## src/rtl/register_file_pkg.sv

```systemverilog
// ---------------------------------------------------------------------------
// register_file_pkg
// Purpose : shared widths, types and small helpers for the register file.
//           Register pairs are formed as {R[2k+1] high byte, R[2k] low byte}.
// Ports   : none (package)
// ---------------------------------------------------------------------------
package register_file_pkg;

   localparam int REG_W  = 8;
   localparam int ADDR_W = 16;
   localparam int NREGS  = 8;
   localparam int SEL_W  = 3;
   localparam int PAIR_W = 2;

   typedef logic [REG_W-1:0]  reg_t;
   typedef logic [ADDR_W-1:0] addr_t;
   typedef logic [SEL_W-1:0]  sel_t;
   typedef logic [PAIR_W-1:0] pair_t;

   // Glue a high and low byte into a 16-bit pair value.
   function automatic addr_t join_pair(input reg_t hi, input reg_t lo);
      return {hi, lo};
   endfunction

   // Pick the high (hi=1) or low (hi=0) byte of a pair value.
   function automatic reg_t pair_byte(input addr_t value, input logic hi);
      reg_t result;
      if (hi) begin
         result = value[ADDR_W-1:REG_W];
      end else begin
         result = value[REG_W-1:0];
      end
      return result;
   endfunction

endpackage

```

## src/rtl/register_file_if.sv

```systemverilog
// ---------------------------------------------------------------------------
// register_file_if
// Purpose : bundles the control selects and the four pass-through buses
//           (MAIN, LHS, RHS, ADDR) of the register file.
// Modports: master - the block driving controls/upstream buses, reading outputs
//           slave  - the register file itself
// ---------------------------------------------------------------------------
interface register_file_if;
   import register_file_pkg::*;

   logic  MAIN_LOAD_bar;
   sel_t  MAIN_LOAD_SEL;
   logic  MAIN_ASSERT_bar;
   sel_t  MAIN_ASSERT_SEL;
   logic  LHS_ASSERT_bar;
   sel_t  LHS_ASSERT_SEL;
   logic  RHS_ASSERT_bar;
   sel_t  RHS_ASSERT_SEL;
   logic  ADDR_LOAD_bar;
   sel_t  ADDR_LOAD_SEL;
   logic  ADDR_ASSERT_bar;
   sel_t  ADDR_ASSERT_SEL;
   logic  ADDR_INC;
   sel_t  ADDR_INC_SEL;

   reg_t  MAIN_in;
   reg_t  LHS_in;
   reg_t  RHS_in;
   addr_t ADDR_in;

   reg_t  MAIN_out;
   reg_t  LHS_out;
   reg_t  RHS_out;
   addr_t ADDR_out;

   modport master (
      output MAIN_LOAD_bar, MAIN_LOAD_SEL, MAIN_ASSERT_bar, MAIN_ASSERT_SEL,
      output LHS_ASSERT_bar, LHS_ASSERT_SEL, RHS_ASSERT_bar, RHS_ASSERT_SEL,
      output ADDR_LOAD_bar, ADDR_LOAD_SEL, ADDR_ASSERT_bar, ADDR_ASSERT_SEL,
      output ADDR_INC, ADDR_INC_SEL,
      output MAIN_in, LHS_in, RHS_in, ADDR_in,
      input  MAIN_out, LHS_out, RHS_out, ADDR_out
   );

   modport slave (
      input  MAIN_LOAD_bar, MAIN_LOAD_SEL, MAIN_ASSERT_bar, MAIN_ASSERT_SEL,
      input  LHS_ASSERT_bar, LHS_ASSERT_SEL, RHS_ASSERT_bar, RHS_ASSERT_SEL,
      input  ADDR_LOAD_bar, ADDR_LOAD_SEL, ADDR_ASSERT_bar, ADDR_ASSERT_SEL,
      input  ADDR_INC, ADDR_INC_SEL,
      input  MAIN_in, LHS_in, RHS_in, ADDR_in,
      output MAIN_out, LHS_out, RHS_out, ADDR_out
   );

endinterface

```

## src/rtl/register_file_bus_driver.sv

```systemverilog
// ---------------------------------------------------------------------------
// bus_driver
// Purpose : active-low assert mux. When assert_bar is low the register value
//           drives the bus; otherwise the upstream bus value passes through.
// Ports   : assert_bar (1)  - active-low drive enable
//           reg_value  (W)  - value to drive when asserted
//           bus_in     (W)  - upstream bus value
//           bus_out    (W)  - resulting bus value
// ---------------------------------------------------------------------------
module bus_driver #(
   parameter int W = 8
) (
   input  logic         assert_bar,
   input  logic [W-1:0] reg_value,
   input  logic [W-1:0] bus_in,
   output logic [W-1:0] bus_out
);

   // Select register value or pass-through.
   always_comb begin
      if (!assert_bar) begin
         bus_out = reg_value;
      end else begin
         bus_out = bus_in;
      end
   end

endmodule

```

## src/rtl/register_file.sv

```systemverilog
// ---------------------------------------------------------------------------
// register_file
// Purpose : eight 8-bit registers R0..R7, also addressable as four 16-bit
//           pairs P0..P3 = {R[2k+1], R[2k]}. Byte writes from MAIN, pair
//           writes and pair increments on the ADDR side; four combinational
//           read buses with pass-through when not asserted.
// Ports   : CLK  - clock, state changes on rising edge
//           RST  - synchronous active-high reset, clears all registers
//           bus  - register_file_if.slave (controls, *_in, *_out)
// ---------------------------------------------------------------------------
module register_file
   import register_file_pkg::*;
(
   input logic            CLK,
   input logic            RST,
   register_file_if.slave bus
);

   reg_t  regs_r     [NREGS];
   reg_t  regs_nxt_s [NREGS];
   addr_t inc_pair_s;
   addr_t addr_pair_s;
   sel_t  idx_s;
   logic  unused_sel_bits_s;

   // Pair selects only use SEL[2:1]; bit 0 is deliberately ignored.
   assign unused_sel_bits_s = ^{bus.ADDR_LOAD_SEL[0], bus.ADDR_ASSERT_SEL[0],
                                bus.ADDR_INC_SEL[0]};

   // Increment is always computed from the pre-edge pair value.
   assign inc_pair_s = join_pair(regs_r[{bus.ADDR_INC_SEL[2:1], 1'b1}],
                                 regs_r[{bus.ADDR_INC_SEL[2:1], 1'b0}])
                       + {{(ADDR_W-1){1'b0}}, 1'b1};

   assign addr_pair_s = join_pair(regs_r[{bus.ADDR_ASSERT_SEL[2:1], 1'b1}],
                                  regs_r[{bus.ADDR_ASSERT_SEL[2:1], 1'b0}]);

   // Per-byte next value: ADDR_LOAD beats MAIN_LOAD beats ADDR_INC.
   // A byte not claimed by a higher-priority write still takes its half of
   // the incremented pair, so a carry into a loaded high byte is simply lost.
   always_comb begin
      idx_s = {SEL_W{1'b0}};
      for (int i = 0; i < NREGS; i++) begin
         idx_s = SEL_W'(i);
         if (!bus.ADDR_LOAD_bar && (idx_s[2:1] == bus.ADDR_LOAD_SEL[2:1])) begin
            regs_nxt_s[i] = pair_byte(bus.ADDR_in, idx_s[0]);
         end else if (!bus.MAIN_LOAD_bar && (idx_s == bus.MAIN_LOAD_SEL)) begin
            regs_nxt_s[i] = bus.MAIN_in;
         end else if (bus.ADDR_INC && (idx_s[2:1] == bus.ADDR_INC_SEL[2:1])) begin
            regs_nxt_s[i] = pair_byte(inc_pair_s, idx_s[0]);
         end else begin
            regs_nxt_s[i] = regs_r[i];
         end
      end
   end

   // Register state; reset overrides every write in the same cycle.
   always_ff @(posedge CLK) begin
      if (RST) begin
         for (int i = 0; i < NREGS; i++) begin
            regs_r[i] <= {REG_W{1'b0}};
         end
      end else begin
         for (int i = 0; i < NREGS; i++) begin
            regs_r[i] <= regs_nxt_s[i];
         end
      end
   end

   bus_driver #(.W(REG_W)) u_main_drv (
      .assert_bar (bus.MAIN_ASSERT_bar),
      .reg_value  (regs_r[bus.MAIN_ASSERT_SEL]),
      .bus_in     (bus.MAIN_in),
      .bus_out    (bus.MAIN_out)
   );

   bus_driver #(.W(REG_W)) u_lhs_drv (
      .assert_bar (bus.LHS_ASSERT_bar),
      .reg_value  (regs_r[bus.LHS_ASSERT_SEL]),
      .bus_in     (bus.LHS_in),
      .bus_out    (bus.LHS_out)
   );

   bus_driver #(.W(REG_W)) u_rhs_drv (
      .assert_bar (bus.RHS_ASSERT_bar),
      .reg_value  (regs_r[bus.RHS_ASSERT_SEL]),
      .bus_in     (bus.RHS_in),
      .bus_out    (bus.RHS_out)
   );

   bus_driver #(.W(ADDR_W)) u_addr_drv (
      .assert_bar (bus.ADDR_ASSERT_bar),
      .reg_value  (addr_pair_s),
      .bus_in     (bus.ADDR_in),
      .bus_out    (bus.ADDR_out)
   );

endmodule

```

## src/flat_wrapper.sv

```systemverilog
// flat-port wrapper written by rule: the top's interface ports become plain ports
module register_file_flat import register_file_pkg::*;
  (CLK, RST, bus_MAIN_LOAD_bar, bus_MAIN_LOAD_SEL, bus_MAIN_ASSERT_bar, bus_MAIN_ASSERT_SEL, bus_LHS_ASSERT_bar, bus_LHS_ASSERT_SEL, bus_RHS_ASSERT_bar, bus_RHS_ASSERT_SEL, bus_ADDR_LOAD_bar, bus_ADDR_LOAD_SEL, bus_ADDR_ASSERT_bar, bus_ADDR_ASSERT_SEL, bus_ADDR_INC, bus_ADDR_INC_SEL, bus_MAIN_in, bus_LHS_in, bus_RHS_in, bus_ADDR_in, bus_MAIN_out, bus_LHS_out, bus_RHS_out, bus_ADDR_out);
  register_file_if bus_i ();
  input logic CLK;
  input logic RST;
  input wire logic [$bits(bus_i.MAIN_LOAD_bar)-1:0] bus_MAIN_LOAD_bar;
  input wire logic [$bits(bus_i.MAIN_LOAD_SEL)-1:0] bus_MAIN_LOAD_SEL;
  input wire logic [$bits(bus_i.MAIN_ASSERT_bar)-1:0] bus_MAIN_ASSERT_bar;
  input wire logic [$bits(bus_i.MAIN_ASSERT_SEL)-1:0] bus_MAIN_ASSERT_SEL;
  input wire logic [$bits(bus_i.LHS_ASSERT_bar)-1:0] bus_LHS_ASSERT_bar;
  input wire logic [$bits(bus_i.LHS_ASSERT_SEL)-1:0] bus_LHS_ASSERT_SEL;
  input wire logic [$bits(bus_i.RHS_ASSERT_bar)-1:0] bus_RHS_ASSERT_bar;
  input wire logic [$bits(bus_i.RHS_ASSERT_SEL)-1:0] bus_RHS_ASSERT_SEL;
  input wire logic [$bits(bus_i.ADDR_LOAD_bar)-1:0] bus_ADDR_LOAD_bar;
  input wire logic [$bits(bus_i.ADDR_LOAD_SEL)-1:0] bus_ADDR_LOAD_SEL;
  input wire logic [$bits(bus_i.ADDR_ASSERT_bar)-1:0] bus_ADDR_ASSERT_bar;
  input wire logic [$bits(bus_i.ADDR_ASSERT_SEL)-1:0] bus_ADDR_ASSERT_SEL;
  input wire logic [$bits(bus_i.ADDR_INC)-1:0] bus_ADDR_INC;
  input wire logic [$bits(bus_i.ADDR_INC_SEL)-1:0] bus_ADDR_INC_SEL;
  input wire logic [$bits(bus_i.MAIN_in)-1:0] bus_MAIN_in;
  input wire logic [$bits(bus_i.LHS_in)-1:0] bus_LHS_in;
  input wire logic [$bits(bus_i.RHS_in)-1:0] bus_RHS_in;
  input wire logic [$bits(bus_i.ADDR_in)-1:0] bus_ADDR_in;
  output wire logic [$bits(bus_i.MAIN_out)-1:0] bus_MAIN_out;
  output wire logic [$bits(bus_i.LHS_out)-1:0] bus_LHS_out;
  output wire logic [$bits(bus_i.RHS_out)-1:0] bus_RHS_out;
  output wire logic [$bits(bus_i.ADDR_out)-1:0] bus_ADDR_out;
  assign bus_i.MAIN_LOAD_bar = bus_MAIN_LOAD_bar;
  assign bus_i.MAIN_LOAD_SEL = bus_MAIN_LOAD_SEL;
  assign bus_i.MAIN_ASSERT_bar = bus_MAIN_ASSERT_bar;
  assign bus_i.MAIN_ASSERT_SEL = bus_MAIN_ASSERT_SEL;
  assign bus_i.LHS_ASSERT_bar = bus_LHS_ASSERT_bar;
  assign bus_i.LHS_ASSERT_SEL = bus_LHS_ASSERT_SEL;
  assign bus_i.RHS_ASSERT_bar = bus_RHS_ASSERT_bar;
  assign bus_i.RHS_ASSERT_SEL = bus_RHS_ASSERT_SEL;
  assign bus_i.ADDR_LOAD_bar = bus_ADDR_LOAD_bar;
  assign bus_i.ADDR_LOAD_SEL = bus_ADDR_LOAD_SEL;
  assign bus_i.ADDR_ASSERT_bar = bus_ADDR_ASSERT_bar;
  assign bus_i.ADDR_ASSERT_SEL = bus_ADDR_ASSERT_SEL;
  assign bus_i.ADDR_INC = bus_ADDR_INC;
  assign bus_i.ADDR_INC_SEL = bus_ADDR_INC_SEL;
  assign bus_i.MAIN_in = bus_MAIN_in;
  assign bus_i.LHS_in = bus_LHS_in;
  assign bus_i.RHS_in = bus_RHS_in;
  assign bus_i.ADDR_in = bus_ADDR_in;
  assign bus_MAIN_out = bus_i.MAIN_out;
  assign bus_LHS_out = bus_i.LHS_out;
  assign bus_RHS_out = bus_i.RHS_out;
  assign bus_ADDR_out = bus_i.ADDR_out;
  register_file u_core (.CLK(CLK), .RST(RST), .bus(bus_i));
endmodule
```

## config.mk

```make
export PLATFORM = sky130hd
export DESIGN_NAME = register_file_flat
export DESIGN_NICKNAME = d
export VERILOG_FILES = /design/src/rtl/register_file_pkg.sv /design/src/rtl/register_file_if.sv /design/src/rtl/register_file_bus_driver.sv /design/src/rtl/register_file.sv /design/src/flat_wrapper.sv
export SDC_FILE = /design/constraint.sdc
export NUM_CORES = 1
export LEC_CHECK = 0
export BUFFER_PORTS_ARGS = -buffer_cell sky130_fd_sc_hd__buf_2
export CORE_ASPECT_RATIO = 1.1
export CORE_MARGIN = 4
export CORE_UTILIZATION = 40
export CTS_CLUSTER_SIZE = 8
export DETAILED_ROUTE_END_ITERATION = 10
export SYNTH_ARGS = -nofsm -noshare
export SYNTH_HDL_FRONTEND = slang
export SYNTH_HIERARCHICAL = 1
export SYNTH_SLANG_ARGS = --single-unit
```

## constraint.sdc

```tcl
create_clock -name CLK -period 5 [get_ports CLK]
set_input_delay 0.25 -clock CLK [delete_from_list [all_inputs] [get_ports CLK]]
set_output_delay 0.25 -clock CLK [all_outputs]
set_load 0.03 [all_outputs]
```

=== After elaboration in Yosys (flattened, before gate mapping) ===
Memory sizes are Yosys's and may differ from the RTL's.
Index checks and enable logic that the tools add are counted.

* Input port bits: 70
* Logic and storage cells: 99
* Memory bits (writable): 64
* Output and inout port bits: 40
* Register bits: 0
* Memories: 1

{| class="wikitable"
|+ Memories
! name !! words !! width !! rd ports !! clocked after memory_dff !! write ports !! line !! text
|-
| u_core.regs_r || 8 || 8 || 7 || 0 || 8 || register_file.sv:19 || <nowiki>reg_t regs_r [NREGS];</nowiki>
|}

* Eq/ne operators: 21
* Mux-type cells: 39
* Add/sub/neg operators: 1
* Bitwise gates (word level): 8
* Reductions and logical operators: 29

{| class="wikitable"
|+ Operators by type and width
! operator !! number
|-
| 2-to-1 mux 8 bit || 35
|-
| inequality test 3 bit, second input constant || 8
|-
| adder 16 x 1 -> 16 bit, second input constant || 1
|-
| logical AND 1 bit || 16
|-
| 2-to-1 mux 16 bit || 1
|-
| AND reduction 2 bit || 8
|-
| equality test 3 bit, first input constant || 4
|-
| equality test 2 bit, first input constant || 4
|-
| bitwise OR 1 bit || 8
|-
| equality test 2 x 3 -> 1 bit, first input constant || 2
|-
| equality test 1 x 2 -> 1 bit, first input constant || 2
|-
| logical NOT 2 bit || 2
|-
| equality test 1 x 3 -> 1 bit, first input constant || 1
|-
| logical NOT 3 bit || 1
|-
| 2-to-1 mux 1 bit || 3
|-
| logical NOT 1 bit || 2
|}

=== Logic depth before layout (Yosys ltp) ===
* Word-level depth: 6
* Depth in mapped cells: 8
* Gate-level depth less buffers: 7

=== Hierarchy ===
Netlist, hierarchy kept.

{| class="wikitable"
|+ By module, submodules not included
! module !! area each (µm²) !! times used !! cells each !! sequential area each (µm²)
|-
| register_file || 5977.0 || 1 || 519 || 1921.8
|-
| bus_driver (u_core.u_lhs_drv ...) || 131.4 || 3 || 9 || 0.0
|-
| bus_driver (u_core.u_addr_drv) || 249.0 || 1 || 18 || 0.0
|}

=== Least setup slack after synthesis ===
No wires, ideal clock.

* Path type: in2out
* From: input port bus_LHS_ASSERT_SEL[1]
* To: output port bus_LHS_out[0]
* Setup slack: 2689 ps
* Arrival time: 2061 ps
* Stages on the path: 5
* Buffers on the path: 2
* Path through: clkbuf_1 > buf_2 > mux4_2 > mux2_2 > mux2_4

* Cells in the longest elaborated chain, start to end: 2

{| class="wikitable"
|+ RTL lines
! item !! line !! text
|-
| start: declaration || flat_wrapper.sv:12 || <nowiki>input wire logic [$bits(bus_i.LHS_ASSERT_SEL)-1:0] bus_LHS_ASSERT_SEL;</nowiki>
|-
| memory read (8 x 8 bit) || -- ||
|-
| 2-to-1 mux 8 bit || register_file_bus_driver.sv:21 || <nowiki>if (!assert_bar) begin</nowiki>
|-
| end: declaration || flat_wrapper.sv:26 || <nowiki>output wire logic [$bits(bus_i.LHS_out)-1:0] bus_LHS_out;</nowiki>
|}

No other way between the ends.

==> reports/summary.txt <==
Max Cap Viol: 0
routed wire length: 23100 microns
post-CTS setup buffer count: 0
die height: 143 microns
Core Footprint: 16300 sq um
YS warnings: 6
CTS clk-pin slew, worst paths: 0.06 ns
endpoints failing setup: 0
ant diodes: 0
GP Congestion: 0.892
CTS Sinks: 64
Overall Global Routing Usage: 24.8%
Post-Layout Cell Count: 839
crit-path max FO: 20
Clock Skews: 0.0105 ns
Post-CTS Hold Buffers: 0
CTS tree: built
number of global-route vias before repair: 5634
CP Class: in -> reg
Power Dens Cells: 269 nW/um^2
leading post-synthesis cells by cell area: edfxtp_1 (29%), mux4_2 (27%), mux2_4 (7.7%)
Nets: 701
# H-tree levels: 3
CP required: 5.07 ns
DRC: 0
average size of a mapped cell: 11.7 sq um
max reg flops: 64
dominant cell type by area after synthesis: edfxtp_1
Distinct cells, synth: 51
setup TNS: 0 ns
CP Launch Type: input pin
Worst Hold Class: in -> reg
most common cell in the netlist: mux4_2
Port Buffer Count: 106
Syn Nets: 635
register area share after synthesis: 29.0%
min Tclk post-route: 2.55 ns
largest net degree at the start of global routing: 26
Crit. End Element: register
Top reg by flops: u_core/regs_r
Max Slew Vio Count: 0
slowest CP cell: mux4_2
Worst Path Buf+Inv: 1
RSZ-0062 raised after global routing: no
vias per cell: 6.74
number of hold violations in the final report: 0
Post-Syn Area: 6620 sq um
area grow syn2layout: 12.0%
Antenna Nets Post-Route: 0
Via Count: 5654
Tcrit/Tclk final: 51.1%
EDFF count, synth: 64
Die W: 131 microns
Synth top area share: 29.0%
biggest regs: u_core/regs_r (64)
critical-path cell list: buf_2 > mux4_2 > ha_1 > nand3_4 > nor2_1 > nand2_1 > xor2_1 > o21ai_0
Iter 0 DRT Violations: 609
leakage: 2.77 nW
DR pass1 iterations: 5
CP max stage delay: 0.71 ns
Worst-Margin Slew: 1.04 ns
Syn Inst Count: 564
Slew HR: 30.3%
run status: completed
CP delay by family, top: multiplexers
num rows: 49
CTS Buf Count: 9
Initial Utilization: 40.6%
Tot Pwr: 2.00 mW
Ports: 110
Worst EP arrival: 2.62 ns
global-route wire length before repair: 34300 microns
ys async rst share: 0%
dominant synthesized flop cell: edfxtp_1
initial antenna violation count: 0
grt ovf: 0
post_cts resized: 0
Max Clk Rate: 392 MHz
post-synthesis register bit count: 64
Clk Latency, worst-skew pair: 0.34 ns
maximum VDD drop: 0.164 mV
Inst Count DP: 823
wire per inst: 27.6 microns
full die area: 18700 sq um
Post-synth top cells: mux4_2 (78), edfxtp_1 (64), nand2_1 (54)
placed wire-length estimate: 17900 microns
root buffer cell: clkbuf_16
share of cells above drive strength 1: 42.8%
buffer depth of the longest clock path: 2
[tightest hold or removal path, cell delays in order]
cell and delay [ns]:
buf_2 0.14, a22oi_1 0.07, o21ai_0 0.06
[cells in the final DEF, fill, tap and decap left out, types with 18 or more instances in the layout]
cell | synthesis | final
mux2_2 | 30 | 30
o21ai_0 | 32 | 32
a21oi_1 | 20 | 20
nand2_1 | 54 | 54
mux2_4 | 34 | 34
edfxtp_1 | 64 | 64
nor2_1 | 49 | 49
mux4_2 | 78 | 78
a22oi_1 | 18 | 18
buf_2 | 6 | 106
[final cells by class]
type / instances / area (sq um)
Clock buffer: 10 / 229
Inverter: 5 / 18.8
Clock inverter: 6 / 36.3
Sequential cell: 64 / 1920
Tap cell: 204 / 255
Multi-Input combinational cell: 442 / 4410
Timing Repair Buffer: 108 / 546
Fill cell: 1512 / 8890
[power breakdown]
part / total (mW) / internal, mW / switching [mW]
combinational: 0.690 / 0.314 / 0.375
clock: 0.564 / 0.332 / 0.232
sequential: 0.744 / 0.656 / 0.0881
[layer usage]
metal | track usage [%] | vias up | wire length [microns]
li1 | - | 2419 | -
met1 | 32.4 | 2789 | 8820
met2 | 40.1 | 407 | 11100
met3 | 6.40 | 39 | 2430
met4 | 8.99 | 0 | 734
met5 | 0 | - | 0
[worst paths after layout]
check / startpoint / end / slack (ns) / depth (start not counted)
setup / recovery: bus_ADDR_INC_SEL[1] / u_core/regs_r[7][6]$_SDFFCE_PP0P_ / 2.45 / 8
hold / removal: bus_ADDR_in[9] / u_core/regs_r[5][1]$_SDFFCE_PN0P_ / 0.31 / 3
setup reg to reg: u_core/regs_r[6][0]$_SDFFCE_PP0P_ / u_core/regs_r[7][6]$_SDFFCE_PP0P_ / 2.53 / 7
hold reg to reg: u_core/regs_r[1][7]$_SDFFCE_PN0P_ / u_core/regs_r[5][7]$_SDFFCE_PN0P_ / 1.07 / 3
[kinds of logic after synthesis]
| logic type | Yosys count | share of synthesized area (%) |
|---|---|---|
| adders and majority gates | 1 | 0.189 |
| DFF | 64 | 29.0 |
| muxes | 147 | 40.6 |
| and+or+nand+nor | 155 | 11.9 |
| buffers and inverters | 58 | 4.38 |
| AOI/OAI and AO/OA | 125 | 12.0 |
| xor gates and xnor gates | 14 | 1.85 |
[stage by stage]
step | setup WS [ns] | hold WS, ns | util (%) | cell area [sq um]
final | 2.45 | 0.307 | 45.5 | 7410
after global routing | 2.27 | 0.314 | 45.5 | 7410
after CTS | 2.45 | 0.297 | 45.5 | 7410
after detailed placement | 2.09 | 0.643 | 43.8 | 7150
after global placement | 2.14 | 0.638 | 43.8 | 7150
after floorplan | 2.69 | 0.459 | - | 6620
(Power assumes the default switching activity.)
